===== src/rtl/i2c_target.sv =====
// i2c_target: oversampled I2C target with fixed 7-bit address and byte-wide host interface
module i2c_target #(
   parameter logic [6:0] ADDR = 7'h3C
) (
   input  logic       clk,
   input  logic       rst,
   input  logic       scl_i,
   input  logic       sda_i,
   output logic       sda_oe,
   output logic [7:0] rx_data,
   output logic       rx_valid,
   input  logic [7:0] tx_data,
   output logic       tx_req,
   output logic       busy
);
   typedef enum logic [2:0] {
      ST_IDLE, ST_ADDR, ST_ADDR_ACK, ST_WR, ST_WR_ACK, ST_RD, ST_RD_ACK, ST_IGNORE
   } state_t;

   state_t     state;
   logic       scl_s1, scl_s2, scl_h;
   logic       sda_s1, sda_s2, sda_h;
   logic [2:0] bit_cnt;
   logic [7:0] shreg;
   logic       rw;
   logic       ack_ok;
   logic       scl_rise, scl_fall, start_ev, stop_ev;
   logic [7:0] byte_in;

   assign scl_rise = scl_s2 & ~scl_h;
   assign scl_fall = ~scl_s2 & scl_h;
   assign start_ev = scl_s2 & scl_h & sda_h & ~sda_s2;
   assign stop_ev  = scl_s2 & scl_h & ~sda_h & sda_s2;
   assign byte_in  = {shreg[6:0], sda_s2};

   // Synchronize both lines and keep one history stage; idle-high reset avoids a false START
   always_ff @(posedge clk or negedge rst)
      if (!rst) begin
         {scl_s1, scl_s2, scl_h} <= 3'b111;
         {sda_s1, sda_s2, sda_h} <= 3'b111;
      end else begin
         {scl_s1, scl_s2, scl_h} <= {scl_i, scl_s1, scl_s2};
         {sda_s1, sda_s2, sda_h} <= {sda_i, sda_s1, sda_s2};
      end

   // Protocol FSM: START/STOP win over bit handling; sda_oe only moves on SCL fall
   always_ff @(posedge clk or negedge rst)
      if (!rst) begin
         state    <= ST_IDLE;
         bit_cnt  <= 3'd0;
         shreg    <= 8'h00;
         rw       <= 1'b0;
         ack_ok   <= 1'b0;
         sda_oe   <= 1'b0;
         rx_data  <= 8'h00;
         rx_valid <= 1'b0;
         tx_req   <= 1'b0;
         busy     <= 1'b0;
      end else begin
         rx_valid <= 1'b0;
         tx_req   <= 1'b0;
         if (start_ev) begin
            state   <= ST_ADDR;
            bit_cnt <= 3'd0;
            sda_oe  <= 1'b0;
            busy    <= 1'b0;
            ack_ok  <= 1'b0;
         end else if (stop_ev) begin
            state  <= ST_IDLE;
            sda_oe <= 1'b0;
            busy   <= 1'b0;
         end else begin
            case (state)
               ST_ADDR, ST_WR:
                  if (scl_rise) begin
                     shreg   <= byte_in;
                     bit_cnt <= bit_cnt + 3'd1;
                     if (bit_cnt == 3'd7) begin
                        if (state == ST_WR) begin
                           rx_data  <= byte_in;
                           rx_valid <= 1'b1;
                           state    <= ST_WR_ACK;
                        end else if (byte_in[7:1] == ADDR) begin
                           state  <= ST_ADDR_ACK;
                           busy   <= 1'b1;
                           rw     <= byte_in[0];
                           tx_req <= byte_in[0];
                        end else begin
                           state <= ST_IGNORE;
                        end
                     end
                  end
               // First fall pulls SDA for the ACK slot, second fall ends it
               ST_ADDR_ACK, ST_WR_ACK:
                  if (scl_fall) begin
                     if (!sda_oe) begin
                        sda_oe <= 1'b1;
                     end else if (state == ST_ADDR_ACK && rw) begin
                        shreg  <= tx_data;
                        sda_oe <= ~tx_data[7];
                        state  <= ST_RD;
                     end else begin
                        sda_oe <= 1'b0;
                        state  <= ST_WR;
                     end
                  end
               ST_RD:
                  if (scl_fall) begin
                     bit_cnt <= bit_cnt + 3'd1;
                     shreg   <= {shreg[6:0], 1'b0};
                     sda_oe  <= (bit_cnt == 3'd7) ? 1'b0 : ~shreg[6];
                     if (bit_cnt == 3'd7) begin
                        state  <= ST_RD_ACK;
                        ack_ok <= 1'b0;
                     end
                  end
               ST_RD_ACK:
                  if (scl_rise) begin
                     if (sda_s2) begin
                        state  <= ST_IGNORE;
                        busy   <= 1'b0;
                        sda_oe <= 1'b0;
                     end else begin
                        ack_ok <= 1'b1;
                        tx_req <= 1'b1;
                     end
                  end else if (scl_fall && ack_ok) begin
                     shreg   <= tx_data;
                     sda_oe  <= ~tx_data[7];
                     bit_cnt <= 3'd0;
                     ack_ok  <= 1'b0;
                     state   <= ST_RD;
                  end
               default: ;
            endcase
         end
      end
endmodule


===== config.mk =====
export PLATFORM = sky130hd
export DESIGN_NAME = i2c_target
export DESIGN_NICKNAME = d
export VERILOG_FILES = /design/src/rtl/i2c_target.sv
export SDC_FILE = /design/constraint.sdc
export NUM_CORES = 1
export LEC_CHECK = 0
export BUFFER_PORTS_ARGS = -buffer_cell sky130_fd_sc_hd__buf_2
export CAP_MARGIN = 30
export CORE_MARGIN = 2
export CORE_UTILIZATION = 50
export DETAILED_ROUTE_END_ITERATION = 10
export PLACE_DENSITY = 0.77
export SETUP_SLACK_MARGIN = 0.05
export SYNTH_ARGS = -nofsm -noshare
export SYNTH_HDL_FRONTEND = slang
export SYNTH_SLANG_ARGS = --single-unit

===== constraint.sdc =====
create_clock -name clk -period 2 [get_ports clk]
set_input_delay 0.1 -clock clk [delete_from_list [all_inputs] [get_ports clk]]
set_output_delay 0.1 -clock clk [all_outputs]
set_load 0.01 [all_outputs]

==> summary.log, run 1 <==
[pwr] leak pwr 1.12 nW
[flow_run] reported max-cap violation count 0
[cells_and_area] fraction of final layout cells sized beyond drive strength 1 45.2%
[yosys] synth unique cells 46
[place] Buffers on Ports 23
[pwr] clock network power share 11.9%
[pwr] net switching power figure 1.14 mW
[yosys] Syn. warnings 0
[clock_tree] clock buffers created by TritonCTS 5
[global_route] number of global-route vias before repair 1561
[yosys] share of the synthesized area in the top cell type 38.6%
[clock_tree] clock insertion delay at the later pin of the skew report 0.33 ns
[yosys] share of synthesized flip-flops with an asynchronous set or reset 100%
[yosys] number of synthesized register bits 33
[critical_path] CP top delay family flip-flops
[pwr] PD cells 1310 nW/um2
[sta] max frequency 0.521 GHz
[routing] via count 1498
[cells_and_area] most common cell after layout, fill and taps aside nand2_1
[clock_tree] Clock Root Buffer clkbuf_4
[routing] DRT Pass-1 Iters 4
[sta] Period Utilization, post-route 96.0%
[yosys] mux cell area share after synthesis 13.9%
[routing] routed wire length 4040 um
[critical_path] critical path fanouts, max 7
[cells_and_area] post-route cell area 2250 um2
[yosys] fraction of the mapped netlist area in simple logic gates 19.5%
[sta] worst slew margin relative to its limit 52.9%
[yosys] Gate Count Post-Synth 168
[yosys] syn_nets 182
[critical_path] crit path kind reg2reg
[yosys] adder-cell share of the synthesized area 1.43%
[critical_path] critical path data arrival time 2.14 ns
[clock_tree] clock tree from TritonCTS done
[routing] initial detailed-routing violation count 109
[yosys] count of flip-flops with a built-in enable after synthesis 0
[routing] count of unresolved DRC violations after routing 0
[yosys] compound-gate portion of the synthesized area 13.2%
[clock_tree] H-tree levels 2
[floorplanning] Top-Level Pins 24
[critical_path] Slowest-stage cell, CP dfstp_2
[sta] transition time at the pin with the least slew margin 0.706 ns
[clock_tree] Max Root-Sink Buffers 2
[status] result of the run completed
[yosys] top flip-flop cell by instance count after synthesis dfrtp_1
[yosys] Synth area leaders dfrtp_1 39%, mux2_2 12%, dfstp_2 9.0%
[place] placed wire-length estimate 2890 um
[critical_path] CP bufs+invs 2
[floorplanning] Rows 21
[critical_path] Worst setup EP type flip-flop
[cells_and_area] count of antenna diodes in the layout 0
[pwr] Net Sw Frac 38.6%
[clock_tree] Clock Pin Slew Worst Setup and Hold Paths 0.11 ns
[critical_path] required time at the endpoint of the critical path 2.22 ns
[yosys] share of the yosys chip area belonging to registers 47.6%
[pwr] internal power 1.81 mW
[place] weighted congestion at the end of routability-driven global placement 0.949
[critical_path] delay of the slowest cell on the worst path 0.58 ns
[global_route] total global routing overflow 0
[sta] Final Slew Violations 0
[routing] number of nets with antenna violations after routing 0
[yosys] Cell Area, Synth 1750 um2
[sta] Clock Skew 0.0182 ns
[pwr] Final Total Pwr 2.95 mW
[floorplanning] Initial Util 52.4%
[floorplanning] standard cell core area 3340 um2
[yosys] post-synthesis share of cell area spent on xor and xnor gates 1.00%
[sta] number of endpoints failing setup at the final stage 0
[global_route] Total Routing Usage GR 22.5%
[pwr] peak supply drop 0.000623 V
[floorplanning] Die W 63.1 um
[clock_tree] Num Clock Sinks 33
[sta] number of failing hold endpoints at the final stage 0
[hold_path] min-delay worst type in2reg
[floorplanning] overall die area 3990 um2
[cells_and_area] core occupancy in the finished layout 67.4%
[global_route] wire length of the first global-routing pass 7020 um
[cells_and_area] Area Overhead vs Synth 28.6%
[routing] via density per instance 5.61
[cells_and_area] commonest cells after routing, fill and taps aside 27 x nand2_1, 25 x buf_4, 24 x dfrtp_1
[sta] setup repair after global routing missed its margin yes
[cells_and_area] nets@finish 234
[global_route] number of antenna violations at the first check in global routing 0
[sta] setup TNS 0 ns
[yosys] main combinational cell family by area after synthesis simple AND/OR/NAND/NOR gates
[pwr] sequential share of power 34.1%
[sta] time the worst path needs with I/O delays and setup 1.92 ns
[pwr] relative contribution of combinational cells to total power 54.0%
[yosys] synthesized area per cell 10.4 um2
[place] post-place instance area 2040 um2
[global_route] maximum number of pins on one net before global-route repair 34
[critical_path] crit path launch type flip-flop
[floorplanning] Die Y-Extent 63.1 um
[critical_path] critical path cell sequence nand2b_4 > buf_4 > a31oi_4 > nand2_2 > nor4_4 > buf_6 > mux2_2
[routing] routed wire length per instance 15.1 um
[yosys] largest area contributor in the netlist dfrtp_1
[final cells by class]
| class | instances | area, um2 |
|---|---|---|
| sequential | 33 | 837 |
| timing repair buffer | 53 | 355 |
| multi-input combinational | 124 | 938 |
| clock inverter | 1 | 5.00 |
| fill | 272 | 1090 |
| clock buffer | 7 | 45.0 |
| tap | 46 | 57.6 |
| inverter | 3 | 11.3 |
[power groups by stage]
| stage | combinational, mW | sequential [mW] | clock (mW) |
|---|---|---|---|
| floorplan | 1.06 | 0.938 | 0 |
| global placement | 1.36 | 0.995 | 0 |
| detailed placement | 1.41 | 1.01 | 0 |
| CTS | 1.49 | 0.999 | 0.364 |
| global route | 1.75 | 1.03 | 0.388 |
| finish | 1.59 | 1.00 | 0.350 |
[per-layer routing]
metal  global-route usage [%]  part of all wire (%)  up-vias  routed length (um)
li1                         -                     -      713                   -
met1                     27.4                    43      720                1750
met2                     36.7                    48       49                1950
met3                     4.82                   4.5       16                 182
met4                     13.1                   3.9        0                 156
met5                        0                     0        -                   0
[cells in the mapped netlist (2+ instances only)]
cell type  instances
nor2_1            10
nand3_1            2
nand2_1           29
xor2_1             2
o21ai_0            7
ha_1               2
dfstp_2            6
o211ai_1           3
a31oi_1            2
nor3b_1            2
nor3_1             2
mux2_2            19
nand4b_1           2
inv_1              3
o31ai_1            3
and2_1             2
mux2i_1            3
dfrtp_1           27
buf_2              3
a22o_1             2
clkbuf_1           2
nand2b_1           3
a21oi_1            6
nor2b_1            4
[worst min-delay path: stages]
cell and delay (ns):
buf_2 0.07, nand2_1 0.04, nand2_1 0.04, mux2_2 0.13
[state kept, by name, summed over array words and instances (netlist names), 3 cells and up]
register,count
rx_data,8
shreg,7
state,3
bit_cnt,3
[logic make-up (layout without fill, tap and decap cells)]
logic type / count (synthesis) / in the layout
XOR/XNOR: 2 / 2
AND/OR/NAND/NOR: 65 / 65
flip-flops: 33 / 33
buffers and inverters: 11 / 64
AO/OA/AOI/OAI: 33 / 33
adder cells (fa/ha/maj): 2 / 2
multiplexers: 22 / 22
[through the flow]
| stage | hold slack (ns) | setup slack, ns | std cells |
|---|---|---|---|
| after floorplan | -0.196 | 0.0517 | 168 |
| after global placement | 0.173 | -0.0321 | 250 |
| after detailed placement | 0.193 | -0.0941 | 250 |
| after CTS | 0.0700 | 0.0561 | 261 |
| after global routing | 0.0710 | 0.0131 | 267 |
| final | 0.0757 | 0.0790 | 267 |
[what timing repair did]
item / 4_1_cts / 5_1_grt
setup endpoints to repair: 12 / 12
hold buffers: 3 / 0
pin swaps: 2 / 3
hold endpoints to repair: 29 / 0
buffers inserted: 0 / 6
cloned: 0 / 0
gates resized for setup: 11 / 8
[final timing paths]
| check | startpoint | slack [ns] | cells past startpoint | to |
|---|---|---|---|---|
| max reg2reg | scl_h | 0.08 | 7 | shreg[4] |
| min in group asynchronous | rst | 0.34 | 2 | rx_data[2] |
| min reg2reg | sda_s1 | 0.36 | 0 | sda_s2 |
| min | tx_data[1] | 0.08 | 4 | shreg[1] |
| max | scl_h | 0.08 | 7 | shreg[4] |
| max in group asynchronous | rst | 1.17 | 2 | state[2] |
Power figures use the tool's default switching activity.
==> run 2, diff against run 1 <==
--- a/config.mk
+++ b/config.mk
@@ -9,3 +9,2 @@
 export CAP_MARGIN = 30
-export CORE_MARGIN = 2
 export CORE_UTILIZATION = 50
==> constraint.sdc (replaced) <==
create_clock -name clk -period 2 [get_ports clk]
set_input_delay 0.3 -clock clk [delete_from_list [all_inputs] [get_ports clk]]
set_output_delay 0.3 -clock clk [all_outputs]
set_load 0.01 [all_outputs]
==> run 2 against run 1 <==
Compared with the run above: the flow now finishes with violations (negative hold slack); clock-buffer cell count shrank 2; first-iteration DRC count decreased by 0.92%; clock skew is 0.0062 ns lower; register-to-register slack got worse by 0.05 ns; core utilization shrank 1.1 points; via count decreased by 1.5%; sequential share of layout area is 0.52 points higher; routed wire length increased by 4.3%; largest cell class unchanged.
==> summary.log, run 2 (same netlist as run 1, synthesis figures left out) <==
[global_route] total global routing overflow 0
[critical_path] Worst setup EP type flip-flop
[global_route] wire length of the first global-routing pass 6580 um
[clock_tree] hold_buf cts 0
[critical_path] crit path launch type flip-flop
[floorplanning] Die W 61.1 um
[floorplanning] overall die area 3740 um2
[routing] initial detailed-routing violation count 108
[pwr] Net Sw Frac 37.0%
[sta] Period Utilization, post-route 98.6%
[pwr] peak supply drop 0.000782 V
[sta] time the worst path needs with I/O delays and setup 1.97 ns
[cells_and_area] nets@finish 225
[cells_and_area] commonest cells after routing, fill and taps aside 28 x nand2_1, 26 x dfrtp_1, 23 x buf_2
[critical_path] critical path cell sequence buf_4 > nand2b_4 > o211ai_1 > nand2_2 > nor4_4 > buf_6 > mux2_2
[sta] max frequency 0.507 GHz
[place] placed wire-length estimate 3030 um
[sta] number of failing hold endpoints at the final stage 24
[cells_and_area] fill cell count 263
[floorplanning] standard cell core area 3340 um2
[global_route] maximum number of pins on one net before global-route repair 34
[global_route] number of global-route vias before repair 1429
[sta] setup TNS 0 ns
[cells_and_area] most common cell after layout, fill and taps aside nand2_1
[cells_and_area] post-route cell area 2210 um2
[pwr] Final Total Pwr 3.20 mW
[clock_tree] Max Root-Sink Buffers 2
[clock_tree] clock insertion delay at the later pin of the skew report 0.35 ns
[routing] via count 1475
[place] post-place instance area 2030 um2
[sta] transition time at the pin with the least slew margin 0.706 ns
[sta] Final Slew Violations 0
[routing] routed wire length 4210 um
[floorplanning] Initial Util 52.4%
[critical_path] required time at the endpoint of the critical path 2.24 ns
[cells_and_area] largest reg by FF count rx_data
[routing] count of unresolved DRC violations after routing 0
[place] Buffers on Ports 23
[cells_and_area] footprint of the multi-input gates 930 um2
[clock_tree] Num Clock Sinks 33
[critical_path] crit path kind reg2reg
[critical_path] Slowest-stage cell, CP dfstp_2
[critical_path] delay of the slowest cell on the worst path 0.40 ns
[cells_and_area] max reg flops 8
[routing] via density per instance 5.72
[place] weighted congestion at the end of routability-driven global placement 0.913
[cells_and_area] Area Overhead vs Synth 26.5%
[routing] DRT Pass-1 Iters 4
[clock_tree] H-tree levels 2
[status] result of the run finished with violations
[sta] slack of the critical path 0.0270 ns
[routing] number of nets with antenna violations after routing 0
[pwr] leak pwr 1.10 nW
[clock_tree] clock tree from TritonCTS done
[sta] Clock Skew 0.0119 ns
[sta] worst slew margin relative to its limit 52.9%
[place] placed cells 248
[cells_and_area] non-filler cells in the finished layout 258
[global_route] number of antenna violations at the first check in global routing 0
[floorplanning] Die Y-Extent 61.1 um
[cells_and_area] largest registers in the final layout rx_data: 8 flops, shreg: 7 flops
[cells_and_area] sequential cell area in the final layout 835 um2
[pwr] sequential share of power 31.7%
[global_route] Total Routing Usage GR 24.9%
[sta] number of endpoints failing setup at the final stage 0
[flow_run] reported max-cap violation count 0
[cells_and_area] count of antenna diodes in the layout 0
[critical_path] critical path data arrival time 2.21 ns
[clock_tree] clock buffers created by TritonCTS 5
[sta] setup repair after global routing missed its margin yes
[floorplanning] Rows 21
[hold_path] min-delay worst type in2async
[cells_and_area] fraction of final layout cells sized beyond drive strength 1 43.9%
[pwr] PD cells 1450 nW/um2
[clock_tree] Clock Pin Slew Worst Setup and Hold Paths 0.10 ns
[place] DP Worst Slack -0.0103 ns
[pwr] internal power 2.01 mW
[floorplanning] Top-Level Pins 24
[routing] routed wire length per instance 16.3 um
[cells_and_area] core occupancy in the finished layout 66.3%
[status] violations in the final reports negative hold slack
[pwr] clock network power share 19.4%
[sta] final hold slack -0.00982 ns
[pwr] net switching power figure 1.18 mW
[critical_path] critical path fanouts, max 7
[clock_tree] Clock Root Buffer clkbuf_4
[pwr] relative contribution of combinational cells to total power 48.9%
[run 2: power by group through the flow]
stage | sequential [mW] | combinational, mW | clock (mW)
floorplan | 0.938 | 1.06 | 0
global placement | 1.00 | 1.35 | 0
detailed placement | 1.01 | 1.44 | 0
CTS | 1.00 | 1.48 | 0.634
global route | 1.04 | 1.70 | 0.653
finish | 1.01 | 1.56 | 0.620
[run 2: path summary, 6_finish.rpt]
path,endpoint,slack [ns],depth (start not counted),startpoint
max,shreg[0],0.03,7,scl_h
min,state[0],-0.01,1,rst
max reg2reg,shreg[0],0.03,7,scl_h
min reg2reg,scl_s2,0.36,0,scl_s1
max in group asynchronous,state[1],1.53,1,rst
min in group clk,sda_s1,0.05,1,sda_i
[run 2: what timing repair did]
| item | in CTS | in global routing |
|---|---|---|
| resized for setup | 6 | 7 |
| setup endpoints to repair | 12 | 13 |
| pin swaps | 2 | 2 |
| setup buffers | 0 | 2 |
[run 2: final cells by class]
class | count | area share [%]
Clock buffer | 5 | 1.70
Multi-Input combinational cell | 124 | 42.0
Tap cell | 46 | 2.60
Inverter | 3 | 0.509
Clock inverter | 3 | 2.94
Sequential cell | 33 | 37.7
Timing Repair Buffer | 44 | 12.5
[run 2: critical path: cells and delay by family, from the launching register on]
family | cells | cell delay (ns)
buffers and inverters | 2 | 0.32
AND/OR/NAND/NOR | 3 | 0.55
flip-flops | 1 | 0.40
multiplexers | 1 | 0.34
AO/OA/AOI/OAI | 1 | 0.24
[run 2: per-layer routing]
| metal | global-route usage [%] | routed length, um | part of all wire, % | vias to the layer above |
|---|---|---|---|---|
| met5 | 0 | 0 | 0 | - |
| met4 | 13.6 | 114 | 2.7 | 0 |
| met3 | 7.56 | 206 | 4.9 | 16 |
| met2 | 38.4 | 2120 | 50 | 60 |
| met1 | 31.3 | 1770 | 42 | 712 |
| li1 | - | - | - | 687 |
